## config.mk

```make
export PLATFORM = sky130hd
export DESIGN_NAME = ps2_mouse_ctrl
export DESIGN_NICKNAME = d
export VERILOG_FILES = /design/src/rtl/ps2_mouse_pkg.sv /design/src/rtl/ps2_mouse_ctrl.sv
export SDC_FILE = /design/constraint.sdc
export NUM_CORES = 1
export LEC_CHECK = 0
export BUFFER_PORTS_ARGS = -buffer_cell sky130_fd_sc_hd__buf_2
export CAP_MARGIN = 25
export CORE_UTILIZATION = 60
export CTS_BUF_LIST = sky130_fd_sc_hd__clkbuf_4 sky130_fd_sc_hd__clkbuf_8
export DETAILED_ROUTE_END_ITERATION = 12
export GPL_TIMING_DRIVEN = 1
export PLACE_DENSITY = 0.82
export REMOVE_ABC_BUFFERS = 1
export SLEW_MARGIN = 20
export SYNTH_ARGS = -nofsm -noshare
export SYNTH_HDL_FRONTEND = slang
export SYNTH_SLANG_ARGS = --single-unit
```

## constraint.sdc

```tcl
create_clock -name clk -period 8.03 [get_ports clk]
set_clock_uncertainty 0.15 [all_clocks]
set_input_delay 1.606 -clock clk [delete_from_list [all_inputs] [get_ports clk]]
set_output_delay 1.606 -clock clk [all_outputs]
set_load 0.1 [all_outputs]
```

## src/rtl/ps2_mouse_pkg.sv

```systemverilog
// Shared state encoding and PS/2 mouse protocol bytes for the mouse sequencer.
package ps2_mouse_pkg;

  typedef enum logic [3:0] {
    IDLE      = 4'd0,
    FLUSH     = 4'd1,
    SEND_RST  = 4'd2,
    WAIT_ACK1 = 4'd3,
    WAIT_BAT  = 4'd4,
    WAIT_ID   = 4'd5,
    SEND_EN   = 4'd6,
    WAIT_ACK2 = 4'd7,
    PKT1      = 4'd8,
    PKT2      = 4'd9,
    PKT3      = 4'd10,
    ERR       = 4'd11
  } mouse_state_t;

  localparam logic [7:0] CMD_RESET     = 8'hFF;
  localparam logic [7:0] CMD_STREAM_EN = 8'hF4;
  localparam logic [7:0] RSP_ACK       = 8'hFA;
  localparam logic [7:0] RSP_BAT_OK    = 8'hAA;

endpackage

```

## src/rtl/ps2_mouse_ctrl.sv

```systemverilog
// PS/2 mouse bring-up sequencer and 3-byte movement packet decoder on top of a
// first-word-fall-through RX FIFO and a strobe-driven transmitter.
module ps2_mouse_ctrl
  import ps2_mouse_pkg::*;
#(
  parameter int TIMEOUT_CYCLES = 50_000_000,
  parameter int RETRY_MAX      = 3
) (
  input  logic       clk,
  input  logic       reset,
  input  logic       start,
  input  logic [7:0] ps2_rx_data,
  input  logic       ps2_rx_buf_empty,
  output logic       rd_ps2_packet,
  input  logic       ps2_tx_idle,
  output logic       wr_ps2,
  output logic [7:0] ps2_tx_data,
  output logic       init_done,
  output logic       init_err,
  output logic [8:0] xm,
  output logic [8:0] ym,
  output logic [2:0] btnm,
  output logic       m_done_tick
);

  localparam int TW = $clog2(TIMEOUT_CYCLES + 1);
  localparam int RW = $clog2(RETRY_MAX + 1);
  localparam logic [TW-1:0] TO_LAST   = TW'(TIMEOUT_CYCLES - 1);
  localparam logic [RW-1:0] RETRY_LIM = RW'(RETRY_MAX);

  mouse_state_t  r_state, w_state_nxt;
  logic [TW-1:0] r_to_cnt;
  logic [RW-1:0] r_retry, w_retry_nxt;
  logic          r_wr, w_wr_nxt;
  logic [7:0]    r_tx_data, w_tx_data_nxt;
  logic          r_init_done, w_done_nxt;
  logic          r_init_err, w_err_nxt;
  logic [8:0]    r_xm, w_xm_nxt;
  logic [8:0]    r_ym, w_ym_nxt;
  logic [2:0]    r_btn, w_btn_nxt;
  logic          r_tick, w_tick_nxt;
  logic [7:0]    r_b1, w_b1_nxt;
  logic [7:0]    r_b2, w_b2_nxt;
  logic          w_rx_state, w_timed, w_pop, w_timeout, w_fail;

  // A byte present in the cycle the timeout would fire wins over the timeout.
  always_comb begin
    w_rx_state = 1'b0;
    w_timed    = 1'b0;
    case (r_state)
      FLUSH, PKT1: w_rx_state = 1'b1;
      WAIT_ACK1, WAIT_BAT, WAIT_ID, WAIT_ACK2, PKT2, PKT3: begin
        w_rx_state = 1'b1;
        w_timed    = 1'b1;
      end
      default: begin
        w_rx_state = 1'b0;
        w_timed    = 1'b0;
      end
    endcase
    w_pop     = w_rx_state & ~ps2_rx_buf_empty;
    w_timeout = w_timed & ~w_pop & (r_to_cnt == TO_LAST);
  end

  assign rd_ps2_packet = w_pop;

  always_comb begin
    w_state_nxt   = r_state;
    w_retry_nxt   = r_retry;
    w_wr_nxt      = 1'b0;
    w_tx_data_nxt = r_tx_data;
    w_done_nxt    = r_init_done;
    w_err_nxt     = r_init_err;
    w_xm_nxt      = r_xm;
    w_ym_nxt      = r_ym;
    w_btn_nxt     = r_btn;
    w_tick_nxt    = 1'b0;
    w_b1_nxt      = r_b1;
    w_b2_nxt      = r_b2;
    w_fail        = 1'b0;
    if (start) begin
      w_state_nxt = FLUSH;
      w_retry_nxt = '0;
      w_done_nxt  = 1'b0;
      w_err_nxt   = 1'b0;
    end else begin
      case (r_state)
        FLUSH: w_state_nxt = ps2_rx_buf_empty ? SEND_RST : FLUSH;
        SEND_RST, SEND_EN: begin
          if (ps2_tx_idle) begin
            w_wr_nxt      = 1'b1;
            w_tx_data_nxt = (r_state == SEND_RST) ? CMD_RESET : CMD_STREAM_EN;
            w_state_nxt   = (r_state == SEND_RST) ? WAIT_ACK1 : WAIT_ACK2;
          end else begin
            w_state_nxt = r_state;
          end
        end
        WAIT_ACK1, WAIT_BAT, WAIT_ID, WAIT_ACK2: begin
          if (w_pop) begin
            case (r_state)
              WAIT_ACK1: if (ps2_rx_data == RSP_ACK) w_state_nxt = WAIT_BAT; else w_fail = 1'b1;
              WAIT_BAT:  if (ps2_rx_data == RSP_BAT_OK) w_state_nxt = WAIT_ID; else w_fail = 1'b1;
              WAIT_ID:   w_state_nxt = SEND_EN;
              default: begin
                if (ps2_rx_data == RSP_ACK) begin
                  w_state_nxt = PKT1;
                  w_done_nxt  = 1'b1;
                end else begin
                  w_fail = 1'b1;
                end
              end
            endcase
          end else begin
            w_fail = w_timeout;
          end
        end
        PKT1: begin
          if (w_pop && ps2_rx_data[3]) begin
            w_b1_nxt    = ps2_rx_data;
            w_state_nxt = PKT2;
          end else begin
            w_state_nxt = PKT1;
          end
        end
        PKT2: begin
          if (w_pop) begin
            w_b2_nxt    = ps2_rx_data;
            w_state_nxt = PKT3;
          end else begin
            w_state_nxt = w_timeout ? PKT1 : PKT2;
          end
        end
        PKT3: begin
          if (w_pop) begin
            w_xm_nxt    = {r_b1[4], r_b2};
            w_ym_nxt    = {r_b1[5], ps2_rx_data};
            w_btn_nxt   = r_b1[2:0];
            w_tick_nxt  = 1'b1;
            w_state_nxt = PKT1;
          end else begin
            w_state_nxt = w_timeout ? PKT1 : PKT3;
          end
        end
        IDLE, ERR: w_state_nxt = r_state;
        default:   w_state_nxt = IDLE;
      endcase
      if (w_fail) begin
        w_retry_nxt = r_retry + RW'(1);
        if (w_retry_nxt < RETRY_LIM) begin
          w_state_nxt = FLUSH;
        end else begin
          w_state_nxt = ERR;
          w_err_nxt   = 1'b1;
        end
      end else begin
        w_retry_nxt = w_retry_nxt;
      end
    end
  end

  // State and registered outputs.
  always_ff @(posedge clk) begin
    if (!reset) begin
      r_state     <= IDLE;
      r_retry     <= '0;
      r_wr        <= 1'b0;
      r_tx_data   <= 8'h00;
      r_init_done <= 1'b0;
      r_init_err  <= 1'b0;
      r_xm        <= 9'h000;
      r_ym        <= 9'h000;
      r_btn       <= 3'b000;
      r_tick      <= 1'b0;
      r_b1        <= 8'h00;
      r_b2        <= 8'h00;
    end else begin
      r_state     <= w_state_nxt;
      r_retry     <= w_retry_nxt;
      r_wr        <= w_wr_nxt;
      r_tx_data   <= w_tx_data_nxt;
      r_init_done <= w_done_nxt;
      r_init_err  <= w_err_nxt;
      r_xm        <= w_xm_nxt;
      r_ym        <= w_ym_nxt;
      r_btn       <= w_btn_nxt;
      r_tick      <= w_tick_nxt;
      r_b1        <= w_b1_nxt;
      r_b2        <= w_b2_nxt;
    end
  end

  // Idle-cycle counter, restarted by any pop or state change.
  always_ff @(posedge clk) begin
    if (!reset) begin
      r_to_cnt <= '0;
    end else if (!w_timed || w_pop || (w_state_nxt != r_state)) begin
      r_to_cnt <= '0;
    end else begin
      r_to_cnt <= r_to_cnt + TW'(1);
    end
  end

  assign wr_ps2      = r_wr;
  assign ps2_tx_data = r_tx_data;
  assign init_done   = r_init_done;
  assign init_err    = r_init_err;
  assign xm          = r_xm;
  assign ym          = r_ym;
  assign btnm        = r_btn;
  assign m_done_tick = r_tick;

endmodule

```

# Word-level counts from Yosys, hierarchy flattened
# Cells that the tools add are included.
[totals]
n_memories = 0
ram_bits = 0
inputBits = 13
romBits = 0
word_cells = 91
reg_bits = 79
latchBits = 0
out_inout_bits = 34
[op_classes]
div_mod_pow = 0
eq_ne = 15
mux = 28
multipliers = 0
shift = 0
addsub = 2
magnitude_cmp = 1
n_reduce_logical = 21
bitwise_logic = 11
[op_table]
columns = ["cell", "n"]
rows = [
  ["2-to-1 mux 4 bit", 9],
  ["one-hot mux 4 bit (7 select lines)", 1],
  ["adder 26 x 1 -> 26 bit, second input constant", 1],
  ["== test 26 bit, second input constant", 1],
  ["== test 4 x 3 -> 1 bit, second input constant", 4],
  ["== test 4 bit, second input constant", 4],
  ["== test 8 bit, second input constant", 2],
  ["one-hot mux 4 bit (3 select lines)", 1],
  ["AND reduction 3 bit", 4],
  ["2-to-1 mux 1 bit", 11],
  ["OR reduction 3 bit", 3],
  ["== test 4 x 2 -> 1 bit, second input constant", 2],
  ["2-to-1 mux 2 bit", 4],
  ["NOT 1 bit", 8],
  ["OR reduction 2 bit", 4],
  ["OR reduction 8 bit", 1],
  ["OR reduction 6 bit", 1],
  ["== test 4 x 1 -> 1 bit, second input constant", 1],
  ["logical NOT 4 bit", 1],
  ["!= test 4 bit", 1],
  ["AND reduction 4 bit", 1],
  ["OR reduction 4 bit", 1],
  ["bitwise AND 1 bit", 3],
  ["2-to-1 mux 3 bit", 1],
  ["other kinds (7)", 8],
]

# Longest topological paths before layout
[logic_depth]
depth_word = 15
depth_mapped = 11
ltp_nobuf = 8

# Least setup slack after synthesis
# No wires, ideal clock.
[synth_path]
path_kind = "input-to-output"
from = "input ps2_rx_buf_empty"
to = "output rd_ps2_packet"
slack_ns = 2.980
t_arrival_ns = 3.294
stages = 2
path_buffers = 1
required_ns = 6.274
cell_sequence = "clkbuf_1 a21oi_1"
[synth_via]
elab_chain_cells = 2
[synth_lines]
columns = ["item", "line", "rtl"]
rows = [
  ["start, declared", "ps2_mouse_ctrl.sv:13", "input logic ps2_rx_buf_empty,"],
  ["NOT 1 bit", "ps2_mouse_ctrl.sv:61", "w_pop = w_rx_state & ~ps2_rx_buf_empty;"],
  ["bitwise AND 1 bit", "ps2_mouse_ctrl.sv:61", ""],
  ["end, declared", "ps2_mouse_ctrl.sv:14", "output logic rd_ps2_packet,"],
]
# No other way between the ends.

# Worst setup path after layout
# Same ends and word-level chain as after synthesis.

==> results_dict.tcl <==
set metrics [dict create \
    worstMarginPinSlew_ns 0.733 \
    critPathMaxFanout 12 \
    dieArea_um2 6490 \
    final_cell_mix "dfxtp_1, nand2_1, buf_2, a21boi_0, nor2_1" \
    crit_chain "buf_2 > a21oi_1 > buf_2" \
    slowest_delay_ns 0.46 \
    clock_sinks 72 \
    crit_type "input port to primary output" \
    crit_arrival_ns 2.43 \
    nNetsFinal 445 \
    start_util_pct 62.5 \
    grt_setup_unrepaired "no" \
    cts_buffers 9 \
    reg2reg_to "r_to_cnt[6]" \
    io-pin-count 47 \
    drt_first_pass_iters 4 \
    crit_cells 3 \
    numPortBuffers 46 \
    num_antenna_cells 0 \
    outcome "finished, final reports clean" \
    row_count 28 \
    drc_errors 0 \
    cp.required_ns 6.27 \
    ys_seq_area_share_pct 38.9 \
    dp_hpwl_um 4870 \
    grt_first_pass_wirelength_um 12300 \
    synthCells 403 \
    synth.avg_cell_area_um2 9.18 \
    cts_buffer_depth 2 \
    layout_commonest_cell "dfxtp_1" \
    endpoint_kind "primary output" \
    hold_path_class "register to register" \
    synth_seq_cells 72 \
    relSlewSlack_pct 51.2 \
    crit_top_cell "buf_2" \
    yosysUniqueCellTypes 59 \
    crit_family "buffers and inverters" \
    grt_max_degree 43 \
    seqCellArea_um2 1440 \
    timing.final.hold_violations 0 \
    cts-htree-levels 3 \
    gp_congestion 0.949 \
    multi_input_area_um2 2020 \
    viasPerCell 5.78 \
    core-area_um2 5920 \
    post_cts_buffers 0 \
    overflow 0 \
    synth-edff-count 0 \
    antenna_found_initial 0 \
    min_from "ym[6]" \
    grt_util_all_layers_pct 24.7 \
    die_w_um 80.5 \
    cts-root-buf "clkbuf_8" \
    cts_hold_buffers 0 \
    path_clk_slew_ns 0.07 \
    cts_tree "built" \
    syn-cell-area_um2 3700 \
    worstHoldPathCells 2 \
    vias 2950 \
    drive_above_1_share_pct 21.8 \
    fillers 478 \
    clkLatencyLatePin_ns 0.35 \
    leakage_uw 0.00148 \
    finalMaxSlewViolations 0 \
    whs_endpoint "ym[6]" \
    post_cts_resized 0 \
    path_buf_inv 2 \
    syn_to_final_growth_pct 9.91 \
    drt-total-wl_um 7350 \
    ir_worst_vdd_uv 143 \
    antenna_left 0 \
    cpMaxStageDelayCell "buf_2" \
    ys.flop_type "dfxtp_1" \
    cap_violations 0 \
    period_share_pct 52.1 \
    wl_per_cell_um 14.4 \
    fin_crit_ns 4.18 \
    p_per_area_nw_per_um2 181 \
    dieHeight_um 80.5 \
    regToRegStartpoint "r_to_cnt[0]" \
    r2r_slack_ns 5.01 \
    finalPower_uw 737 \
    drt_iter0_drc 301 \
    max_freq_mhz 239 \
    finish.utilization_pct 68.7 \
    fin_tns_setup_ns 0 \
    yosysWarnings 0 \
    r2r_cells 8 \
    finalSetupViolCount 0 \
    grt_pass1_vias 2667 \
    critPathLaunchType "input port" \
    async_flop_share_pct 0 \
]
[synth_stat cells (all sizes together) (3+ instances only)]
master | count | area (um2)
dfxtp | 72 | 1440
nand2 | 57 | 214
nor4 | 29 | 324
a21boi | 21 | 158
nor2 | 19 | 71.3
buf | 18 | 159
nor2b | 17 | 106
nand3 | 16 | 80.1
clkbuf | 14 | 52.6
mux2i | 14 | 140
xor2 | 14 | 123
xnor2 | 12 | 105
nor3 | 11 | 55.1
nand4 | 9 | 56.3
inv | 8 | 30.0
o21ai | 8 | 51.3
a21oi | 7 | 35.0
and2 | 6 | 37.5
nor4b | 6 | 73.8
a211oi | 5 | 42.5
nand2b | 5 | 31.3
and3 | 3 | 18.8
and4 | 3 | 28.8
[flip-flops by register name, summed over array words and instances (netlist names), 2 cells and up]
signal       count
r_b2             8
r_to_cnt        26
r_b1             5
r_state          4
ps2_tx_data      2
btnm             3
ym               9
xm               9
r_retry          2
[report_power, final]
part / total (uW) / switching, uW / leakage (uW) / internal, uW
sequential: 360 / 2.56 / 0.000580 / 357
combinational: 32.7 / 22.1 / 0.000781 / 10.7
clock: 344 / 135 / 0.000120 / 209
total: 737 / 160 / 0.00148 / 577
[metal layers]
metal  part of all wire, %  routed length [um]  GRT usage [%]
met2                    49                3580           41.0
met3                   4.1                 300           4.55
met4                   1.6                 121           13.2
met1                    45                3340           29.9
met5                     0                   0              0
[worst min-delay path: stages, from the launching register on]
cell      delay [ns]
dfxtp_1         0.31
nand2_1         0.04
a21boi_0        0.06
[metrics by stage]
stage	std cells	cell area [um2]	setup slack, ns	hold WS (ns)
after global routing	510	4070	3.77	0.335
after floorplan	371	3490	2.77	0.291
after CTS	510	4070	3.86	0.314
after detailed placement	494	3830	3.86	0.304
after global placement	494	3830	3.88	0.295
final	510	4070	3.85	0.310
[logic make-up (layout without fill, tap and decap cells)]
group / Yosys count / in the layout / synth area share, %
and+or+nand+nor: 190 / 190 / 31.9
xor gates and xnor gates: 26 / 26 / 6.15
muxes: 16 / 16 / 4.50
buffers and inverters: 40 / 72 / 6.52
DFF: 72 / 72 / 38.9
adders and majority gates: 2 / 2 / 0.676
AOI/OAI and AO/OA: 57 / 57 / 11.3
[how the worst max path moves through the flow]
stage	start	endpoint	slack (ns)
2_1_floorplan	ps2_tx_data[6]	ps2_tx_data[2]	2.77
3_3_place_gp	ps2_rx_buf_empty	rd_ps2_packet	3.88
3_5_place_dp	ps2_rx_buf_empty	rd_ps2_packet	3.86
4_1_cts	ps2_rx_buf_empty	rd_ps2_packet	3.86
5_1_grt	r_state[3]	rd_ps2_packet	3.77
6_report	ps2_rx_buf_empty	rd_ps2_packet	3.85
[layout make-up]
type	count	share of cell area, %
multi-input cells	291	49.6
flip-flops and latches	72	35.4
repair buffers	48	6.03
clock buffers	10	3.23
clock inverters	6	2.65
well taps	75	2.31
inverters	8	0.738
Power figures use the tool's default switching activity.
